===== config.mk =====
export PLATFORM = sky130hd
export DESIGN_NAME = ts_meas_sequencer
export DESIGN_NICKNAME = d
export VERILOG_FILES = /design/src/rtl/ts_seq_pkg.sv /design/src/rtl/ts_meas_sequencer_timer.sv /design/src/rtl/ts_meas_sequencer.sv
export SDC_FILE = /design/constraint.sdc
export NUM_CORES = 1
export LEC_CHECK = 0
export CORE_AREA = 2 2 58 60
export DETAILED_ROUTE_END_ITERATION = 10
export DIE_AREA = 0 0 60 62
export HOLD_SLACK_MARGIN = 0.03
export PLACE_DENSITY = 0.77
export SLEW_MARGIN = 20
export SYNTH_ARGS = -nofsm -noshare
export SYNTH_HDL_FRONTEND = slang
export SYNTH_SLANG_ARGS = --single-unit

===== constraint.sdc =====
create_clock -name clk_in -period 2 [get_ports clk_in]
set_input_delay 0.4 -clock clk_in [delete_from_list [all_inputs] [get_ports clk_in]]
set_output_delay 0.4 -clock clk_in [all_outputs]
set_load 0.01 [all_outputs]

===== src/rtl/ts_seq_pkg.sv =====
// Shared constants for the ring-oscillator measurement sequencer: FSM states,
// mode/source encodings and a small sizing helper.
package ts_seq_pkg;

  localparam logic [2:0] IDLE    = 3'd0;
  localparam logic [2:0] SETTLE  = 3'd1;
  localparam logic [2:0] COUNT   = 3'd2;
  localparam logic [2:0] DRAIN   = 3'd3;
  localparam logic [2:0] CAPTURE = 3'd4;
  localparam logic [2:0] HOLD    = 3'd5;

  localparam logic [1:0] MODE_INV  = 2'b00;
  localparam logic [1:0] MODE_NAND = 2'b01;
  localparam logic [1:0] MODE_ALT  = 2'b10;

  localparam logic SRC_INV  = 1'b0;
  localparam logic SRC_NAND = 1'b1;

  function automatic int max3(input int a, input int b, input int c);
    int m;
    m = (a > b) ? a : b;
    return (m > c) ? m : c;
  endfunction

endpackage


===== src/rtl/ts_meas_sequencer_timer.sv =====
// Loadable down-counter shared by the timed states of the measurement sequencer.
// Holds at zero instead of wrapping.
module ts_seq_timer #(
  parameter int W = 10
) (
  input  logic         clk_in,
  input  logic         rst_n,
  input  logic         load,
  input  logic [W-1:0] load_val,
  output logic [W-1:0] value,
  output logic         zero
);

  always_ff @(posedge clk_in) begin
    if (!rst_n)
      value <= '0;
    else if (load)
      value <= load_val;
    else if (value != '0)
      value <= value - 1'b1;
  end

  assign zero = (value == '0);

endmodule


===== src/rtl/ts_meas_sequencer.sv =====
// Schedules one ring-oscillator temperature measurement at a time and hands the count over valid/ready.
// Define TS_SEQ_PERIODIC_EN to add a free-running auto-trigger every PERIOD_CYC cycles.
module ts_meas_sequencer
  import ts_seq_pkg::*;
#(
  parameter int CNT_W      = 10,
  parameter int SETTLE_CYC = 16,
  parameter int WINDOW_CYC = 1000,
  parameter int DRAIN_CYC  = 3,
  parameter int PERIOD_CYC = 10000
) (
  input  logic             clk_in,
  input  logic             rst_n,
  input  logic             start,
  input  logic [1:0]       mode,
  output logic             osc_en_inv,
  output logic             osc_en_nand,
  output logic             osc_sel,
  output logic             cnt_clr,
  output logic             cnt_en,
  input  logic [CNT_W-1:0] count_in,
  output logic             res_valid,
  input  logic             res_ready,
  output logic [CNT_W-1:0] res_data,
  output logic             res_src,
  output logic             res_ovf,
  output logic             busy
);

  localparam int MAX_CYC = max3(SETTLE_CYC, WINDOW_CYC, DRAIN_CYC);
  localparam int TMR_W   = (MAX_CYC > 1) ? $clog2(MAX_CYC) : 1;

  // Each timed state is loaded with N-1 so it lasts exactly N cycles.
  localparam logic [TMR_W-1:0] SETTLE_LD = TMR_W'(SETTLE_CYC - 1);
  localparam logic [TMR_W-1:0] WINDOW_LD = TMR_W'(WINDOW_CYC - 1);
  localparam logic [TMR_W-1:0] DRAIN_LD  = TMR_W'(DRAIN_CYC - 1);

  if (SETTLE_CYC < 1 || WINDOW_CYC < 1 || DRAIN_CYC < 1 ||
      PERIOD_CYC <= SETTLE_CYC + WINDOW_CYC + DRAIN_CYC + 2) begin : g_param_check
    $error("ts_meas_sequencer: illegal cycle-count parameters");
  end

  logic [2:0]       state_q, state_d;
  logic [1:0]       mode_q;
  logic             src_q;
  logic             alt_ptr;
  logic             new_src;
  logic             trig;
  logic             tmr_load;
  logic [TMR_W-1:0] tmr_val;
  logic [TMR_W-1:0] tmr_value;
  logic             tmr_zero;
  logic             osc_on;

`ifdef TS_SEQ_PERIODIC_EN
  localparam int PER_W = (PERIOD_CYC > 1) ? $clog2(PERIOD_CYC) : 1;
  localparam logic [PER_W-1:0] PER_LAST = PER_W'(PERIOD_CYC - 1);

  logic [PER_W-1:0] period_cnt;

  // Free-running from reset; a tick arriving outside IDLE is simply lost.
  always_ff @(posedge clk_in) begin
    if (!rst_n)
      period_cnt <= '0;
    else if (period_cnt == PER_LAST)
      period_cnt <= '0;
    else
      period_cnt <= period_cnt + 1'b1;
  end

  assign trig = start | (period_cnt == PER_LAST);
`else
  assign trig = start;
`endif

  assign new_src = (mode == MODE_NAND) ? SRC_NAND :
                   (mode == MODE_ALT)  ? alt_ptr  : SRC_INV;

  ts_seq_timer #(.W(TMR_W)) u_timer (
    .clk_in   (clk_in),
    .rst_n    (rst_n),
    .load     (tmr_load),
    .load_val (tmr_val),
    .value    (tmr_value),
    .zero     (tmr_zero)
  );

  always_comb begin
    state_d  = state_q;
    tmr_load = 1'b0;
    tmr_val  = '0;
    case (state_q)
      IDLE: begin
        if (trig) begin
          state_d  = SETTLE;
          tmr_load = 1'b1;
          tmr_val  = SETTLE_LD;
        end
      end
      SETTLE: begin
        if (tmr_zero) begin
          state_d  = COUNT;
          tmr_load = 1'b1;
          tmr_val  = WINDOW_LD;
        end
      end
      COUNT: begin
        if (tmr_zero) begin
          state_d  = DRAIN;
          tmr_load = 1'b1;
          tmr_val  = DRAIN_LD;
        end
      end
      DRAIN:   if (tmr_zero) state_d = CAPTURE;
      CAPTURE: state_d = HOLD;
      HOLD:    if (res_ready) state_d = IDLE;
      default: state_d = IDLE;
    endcase
  end

  always_ff @(posedge clk_in) begin
    if (!rst_n) begin
      state_q  <= IDLE;
      mode_q   <= MODE_INV;
      src_q    <= SRC_INV;
      alt_ptr  <= SRC_INV;
      res_data <= '0;
      res_src  <= 1'b0;
      res_ovf  <= 1'b0;
    end else begin
      state_q <= state_d;
      if (state_q == IDLE && trig) begin
        mode_q <= mode;
        src_q  <= new_src;
      end
      if (state_q == CAPTURE) begin
        res_data <= count_in;
        res_src  <= src_q;
        res_ovf  <= &count_in;
        if (mode_q == MODE_ALT)
          alt_ptr <= ~alt_ptr;
      end
    end
  end

  assign osc_on      = (state_q == SETTLE) || (state_q == COUNT) || (state_q == DRAIN);
  assign osc_en_inv  = osc_on && (src_q == SRC_INV);
  assign osc_en_nand = osc_on && (src_q == SRC_NAND);
  assign osc_sel     = osc_on && src_q;
  // The timer still holds its load value only on the first settle cycle.
  assign cnt_clr     = (state_q == SETTLE) && (tmr_value == SETTLE_LD);
  assign cnt_en      = (state_q == COUNT);
  assign res_valid   = (state_q == HOLD);
  assign busy        = (state_q != IDLE);

endmodule

==> results.sh, run 1 <==
export IMPL_run_status="complete, no violations"
export IMPL_drc_errors=0
export IMPL_n_antenna_cell=0
export IMPL_worst_pin_slew_ns=0.391
export IMPL_synth_distinct_cells=41
export IMPL_antenna_found_initial=0
export IMPL_synth_fp_nets=200
export IMPL_synth_yosys_seq_area_share=0.396
export IMPL_cts_root_buf="clkbuf_4"
export IMPL_wl_per_cell_um=12.8
export IMPL_synth_edff_count=0
export IMPL_synth_seq_cells=29
export IMPL_grt_use_total=0.210
export IMPL_design_die_area_um2=3720
export IMPL_finalCritPeriodShare=0.913
export IMPL_crit_chain="nor3b_1 > buf_4 > nand4_1 > nor2_1 > clkbuf_2"
export IMPL_setup_tns_final_ns=0
export IMPL_p_int_uw=1440
export IMPL_cts_resized_gates=8
export IMPL_required_ns=1.60
export IMPL_initialDrtViolationCount=39
export IMPL_coreArea_um2=3180
export IMPL_fillers=266
export IMPL_netSwitchingPower_uw=889
export IMPL_firstDrtPassIters=4
export IMPL_clock_path_buffers=2
export IMPL_syn_to_final_growth_pct=38.7
export IMPL_finalSetupViolations=0
export IMPL_start_util=0.461
export IMPL_grt_start_max_net_pins=16
export IMPL_critPathMaxStageDelay_ns=0.38
export IMPL_viasPerCell=5.32
export IMPL_critPathMaxFanout=8
export IMPL_report_final_slew_viol_count=0
export IMPL_criticalPathCategory="flop to output pin"
export IMPL_numCtsBuffers=5
export IMPL_gp_congestion=0.856
export IMPL_synth_cell_area_um2=1470
export IMPL_cts_tree="yes"
export IMPL_avgSynthCellArea_um2=8.06
export IMPL_die_h_um=62
export IMPL_rsz0062_at_grt="no"
export IMPL_power_density_nw_per_um2=1150
export IMPL_cap_viol_max_count=0
export IMPL_drt_wl_total_um=3530
export IMPL_seq_area_um2=583
export IMPL_num_vias=1467
export IMPL_clockPowerShare=0.173
export IMPL_async_reset_ff_frac=0
export IMPL_drive_gt1_frac=0.161
export IMPL_grt_pass1_vias=1400
export IMPL_row_count=21
export IMPL_h_tree_depth=2
export IMPL_final_hold_viol_count=0
export IMPL_ios=35
export IMPL_hold_class="flop to flop"
export IMPL_grt_ovfl_total=0
export IMPL_holdBufCountCts=0
export IMPL_start_kind="flop"
export IMPL_multi_input_area_um2=830
export IMPL_arrival_ns=1.43
export IMPL_swShare=0.381
export IMPL_slew_headroom=0.739
export IMPL_antenna_left=0
export IMPL_end_kind="output pin"
export IMPL_clk_pin_slew_ns=0.09
export IMPL_hold_slack_ns=0.456
export IMPL_synthCells=182
export IMPL_clk_latency_ns=0.33
export IMPL_seqPwrFrac=0.344
export IMPL_fin_skew_ns=0.00464
export IMPL_portBuffers=34
export IMPL_critPathSlowestCell="dfxtp_2"
export IMPL_nNetsFinal=247
export IMPL_dp_hpwl_um=2710
export IMPL_synth_flop_cell="dfxtp_1"
export IMPL_fmax_mhz=548
export IMPL_ys_warn_count=0
export IMPL_pwr_share_comb=0.483
export IMPL_grt_pass1_wl_um=5910
export IMPL_irDropWorstVdd_mv=0.654
export IMPL_cts_sinks=29
export IMPL_leakagePower_uw=0.000840
export IMPL_layout_min_cycle_time_ns=1.83
export IMPL_die_w_um=60
export IMPL_post_cts_buffers=0
[cell families (layout without fill, tap and decap cells)]
kind of cell / after synthesis / in the layout / synth area share
AOI/OAI and AO/OA: 42 / 42 / 0.177
and+or+nand+nor: 84 / 84 / 0.305
adders and majority gates: 2 / 2 / 0.0171
muxes: 4 / 4 / 0.0282
xor gates and xnor gates: 5 / 5 / 0.0299
DFF: 29 / 29 / 0.396
buffers and inverters: 16 / 64 / 0.0469
[final cells by class]
cell class	instances	share of cell area
repair buffers	52	0.235
inverters	4	0.00738
flip-flops and latches	29	0.287
clock buffers	7	0.0320
clock inverters	1	0.00246
multi-input cells	137	0.408
well taps	46	0.0283
[worst max-delay path, delay by kind of cell, from the launching register on]
family	cells	cell delay [ns]
buffers and inverters	2	0.30
and+or+nand+nor	3	0.42
DFF	1	0.38
[synth_stat cells (3+ instances only)]
cell type	instances	area (µm²)
nand2_1	38	143
dfxtp_1	29	581
a21oi_1	22	110
nor2_1	8	30.0
clkbuf_1	7	26.3
nor3b_1	6	45.0
nor3_1	5	25.0
buf_2	4	20.0
inv_1	4	15.0
nand3_1	4	20.0
nand4_1	4	25.0
nor2b_1	4	25.0
a21o_1	3	22.5
mux2i_1	3	30.0
nor3_2	3	30.0
o211ai_1	3	22.5
xnor2_1	3	26.3
[layer usage]
metal | global-route usage | part of all wire | vias to the layer above | routed length, µm
met3 | 0.0518 | 0.059 | 5 | 209
met5 | 0 | 0 | - | 0
met4 | 0.114 | 0.014 | 0 | 49
met2 | 0.352 | 0.50 | 45 | 1760
met1 | 0.248 | 0.43 | 679 | 1510
li1 | - | - | 738 | -
[layout by cell type, fill, tap and decap left out, types with 2 or more instances in the layout]
cell type / instances
nor3_1: 4
nand3_1: 4
nor3_2: 4
o211ai_1: 3
a21o_1: 3
dfxtp_1: 27
and2_1: 2
o21a_1: 2
nor3b_1: 6
clkdlybuf4s50_1: 27
a31oi_1: 2
xnor2_1: 3
clkbuf_8: 2
inv_1: 4
or4_1: 2
mux2i_1: 3
buf_4: 17
clkbuf_4: 5
nor2b_1: 3
ha_1: 2
nand4_1: 4
xor2_1: 2
dlymetal6s2s_1: 3
nor2_1: 8
dfxtp_2: 2
a21oi_1: 22
nand2b_1: 2
o31ai_1: 2
dlygate4sd2_1: 3
nand2_1: 38
[worst paths after layout]
kind / endpoint / slack, ns / startpoint / depth (start not counted)
min reg2reg: res_src$_SDFFE_PN0P_ / 0.46 / res_src$_SDFFE_PN0P_ / 2
min: res_src$_SDFFE_PN0P_ / 0.46 / res_src$_SDFFE_PN0P_ / 2
max: cnt_clr / 0.17 / state_q[1]$_SDFFE_PN0P_ / 5
max reg2reg: u_timer.value[6]$_SDFFE_PN0P_ / 0.21 / u_timer.value[0]$_SDFFE_PN0P_ / 6
[per-stage QoR]
| stage | total power (µW) | instance area, µm² | utilization | setup WS (ns) | cells |
|---|---|---|---|---|---|
| floorplan | 1530 | 1470 | - | 0.243 | 182 |
| global placement | 1890 | 1950 | 0.612 | 0.131 | 268 |
| detailed placement | 1930 | 1950 | 0.612 | 0.130 | 268 |
| CTS | 2330 | 2020 | 0.636 | 0.00636 | 276 |
| global route | 2500 | 2030 | 0.640 | 0.0432 | 276 |
| finish | 2330 | 2030 | 0.640 | 0.174 | 276 |
[power by group through the flow]
stage	clock network [µW]	registers [µW]	logic, µW
6_report	403	803	1130
5_1_grt	440	819	1240
4_1_cts	411	796	1120
3_5_place_dp	0	807	1120
3_3_place_gp	0	798	1090
2_1_floorplan	0	774	757
[flip-flops by register name (all words and copies together), names as in the netlist]
| name | flops |
|---|---|
| alt_ptr | 1 |
| mode_q | 2 |
| res_data | 10 |
| res_ovf | 1 |
| res_src | 1 |
| src_q | 1 |
| state_q | 3 |
| u_timer.value | 10 |
No activity file was read; power rests on OpenSTA's default activity.
==> inputs of run 2 (changes only) <==
==> constraint.sdc (replaced) <==
create_clock -name clk_in -period 2 [get_ports clk_in]
set_input_delay 0.4 -clock clk_in [delete_from_list [all_inputs] [get_ports clk_in]]
set_output_delay 0.4 -clock clk_in [all_outputs]
set_load 0.02 [all_outputs]
==> results.sh, run 2 (synthesis gave the netlist of run 1 again) <==
export IMPL_run_status="complete, no violations"
export IMPL_drt_wl_total_um=3590
export IMPL_nNetsFinal=246
export IMPL_irDropWorstVdd_mv=0.533
export IMPL_viasPerCell=5.24
export IMPL_gp_congestion=0.825
export IMPL_rsz0062_at_grt="no"
export IMPL_grt_pass1_vias=1310
export IMPL_critPathMaxStageDelay_ns=0.35
export IMPL_grt_start_max_net_pins=17
export IMPL_clock_path_buffers=2
export IMPL_grt_pass1_wl_um=5830
export IMPL_cts_root_buf="clkbuf_4"
export IMPL_crit_buf_inv=2
export IMPL_numCtsBuffers=5
export IMPL_layout_setup_ws_ns=0.113
export IMPL_fmax_mhz=530
export IMPL_start_util=0.461
export IMPL_fin_skew_ns=0.0155
export IMPL_slew_headroom=0.793
export IMPL_antenna_found_initial=0
export IMPL_utilization=0.641
export IMPL_final_hold_viol_count=0
export IMPL_crit_chain="buf_4 > nor2_1 > nor3b_2 > dlygate4sd2_1"
export IMPL_clk_latency_ns=0.33
export IMPL_syn_to_final_growth_pct=38.9
export IMPL_critPathMaxFanout=15
export IMPL_pre_cts_slack_ns=0.0581
export IMPL_finalSetupViolations=0
export IMPL_initialDrtViolationCount=61
export IMPL_clk_pin_slew_ns=0.10
export IMPL_cts_sinks=29
export IMPL_coreArea_um2=3180
export IMPL_arrival_ns=1.49
export IMPL_h_tree_depth=2
export IMPL_antenna_left=0
export IMPL_row_count=21
export IMPL_ios=35
export IMPL_grt_use_total=0.212
export IMPL_design_die_area_um2=3720
export IMPL_die_h_um=62
export IMPL_setup_tns_final_ns=0
export IMPL_n_antenna_cell=0
export IMPL_portBuffers=34
export IMPL_cts_tree="yes"
export IMPL_report_final_slew_viol_count=0
export IMPL_cap_viol_max_count=0
export IMPL_finalCritPeriodShare=0.944
export IMPL_drive_gt1_frac=0.157
export IMPL_reg_top3="res_data: 10 flops, u_timer.value: 10 flops, state_q: 3 flops"
export IMPL_firstDrtPassIters=4
export IMPL_worst_path_dominant_cell_family="buffers and inverters"
export IMPL_dp_hpwl_um=2720
export IMPL_wl_per_cell_um=13.1
export IMPL_die_w_um=60
export IMPL_end_kind="output pin"
export IMPL_worst_pin_slew_ns=0.310
export IMPL_hold_class="flop to flop"
export IMPL_required_ns=1.60
export IMPL_post_cts_buffers=0
export IMPL_grt_ovfl_total=0
export IMPL_layout_commonest_cell="nand2_1"
export IMPL_layout_min_cycle_time_ns=1.89
export IMPL_start_kind="flop"
export IMPL_num_vias=1442
export IMPL_total_power_uw=2450
export IMPL_leakagePower_uw=0.000806
export IMPL_critPathSlowestCell="dlygate4sd2_1"
export IMPL_final_cell_mix="38 x nand2_1, 29 x dfxtp_1, 27 x clkdlybuf4s50_1"
export IMPL_criticalPathCategory="flop to output pin"
export IMPL_power_density_nw_per_um2=1200
export IMPL_drc_errors=0
[run 2: cell types whose count changed in the layout (fill, tap and decap cells not counted), sizes merged]
| cell | delta |
|---|---|
| dlygate4sd2 | +2 |
| clkinv | -1 |
| buf | -1 |
| clkbuf | +1 |
| bufinv | +1 |
| dlymetal6s2s | -3 |
[run 2: where the power goes]
| group | internal [µW] | switching (µW) | leakage (µW) |
|---|---|---|---|
| Clock | 298 | 205 | 0.0000455 |
| Combinational | 553 | 592 | 0.000524 |
| Sequential | 676 | 122 | 0.000236 |
[run 2: area by class of cell]
type                            instances  area, µm²
Clock buffer                            7       55.1
Clock inverter                          1       30.0
Fill cell                             283       1140
Inverter                                4       15.0
Multi-Input combinational cell        137        835
Sequential cell                        29        581
Tap cell                               46       57.6
Timing Repair Buffer                   51        464
[run 2: path summary, 6_finish.rpt]
check                                start                             to  slack (ns)  cells after the start
max reg2reg  u_timer.value[0]$_SDFFE_PN0P_  u_timer.value[8]$_SDFFE_PN0P_        0.20                      6
max                state_q[0]$_SDFFE_PN0P_                        osc_sel        0.11                      4
min               res_data[0]$_SDFFE_PN0P_       res_data[0]$_SDFFE_PN0P_        0.46                      2
min reg2reg       res_data[0]$_SDFFE_PN0P_       res_data[0]$_SDFFE_PN0P_        0.46                      2
[run 2: timing repair]
item	in CTS	in global routing
setup endpoints to repair	7	3
hold buffers	0	0
resized for setup	9	5
endpoints found under the hold margin	0	0
pin swaps	0	0
[run 2: through the flow]
step | hold slack (ns) | instances | instance area [µm²]
2_1_floorplan | 0.431 | 182 | 1470
3_3_place_gp | 0.441 | 267 | 1960
3_5_place_dp | 0.446 | 267 | 1960
4_1_cts | 0.458 | 275 | 2040
5_1_grt | 0.480 | 275 | 2040
6_report | 0.457 | 275 | 2040
[run 2: layer usage]
| layer | share of wire | up-vias | routed length [µm] | track usage |
|---|---|---|---|---|
| met1 | 0.44 | 661 | 1600 | 0.252 |
| met5 | 0 | - | 0 | 0 |
| met3 | 0.040 | 9 | 143 | 0.0663 |
| met2 | 0.50 | 41 | 1790 | 0.354 |
| li1 | - | 731 | - | - |
| met4 | 0.018 | 0 | 64 | 0.0952 |
[run 2: worst reg2reg max path, delay by kind of cell, from the launching register on]
kind	cells	cell delay, ns
flip-flops	1	0.37
adder cells (fa/ha/maj)	1	0.21
buffers and inverters	1	0.08
AND/OR/NAND/NOR	3	0.79
AO/OA/AOI/OAI	1	0.27
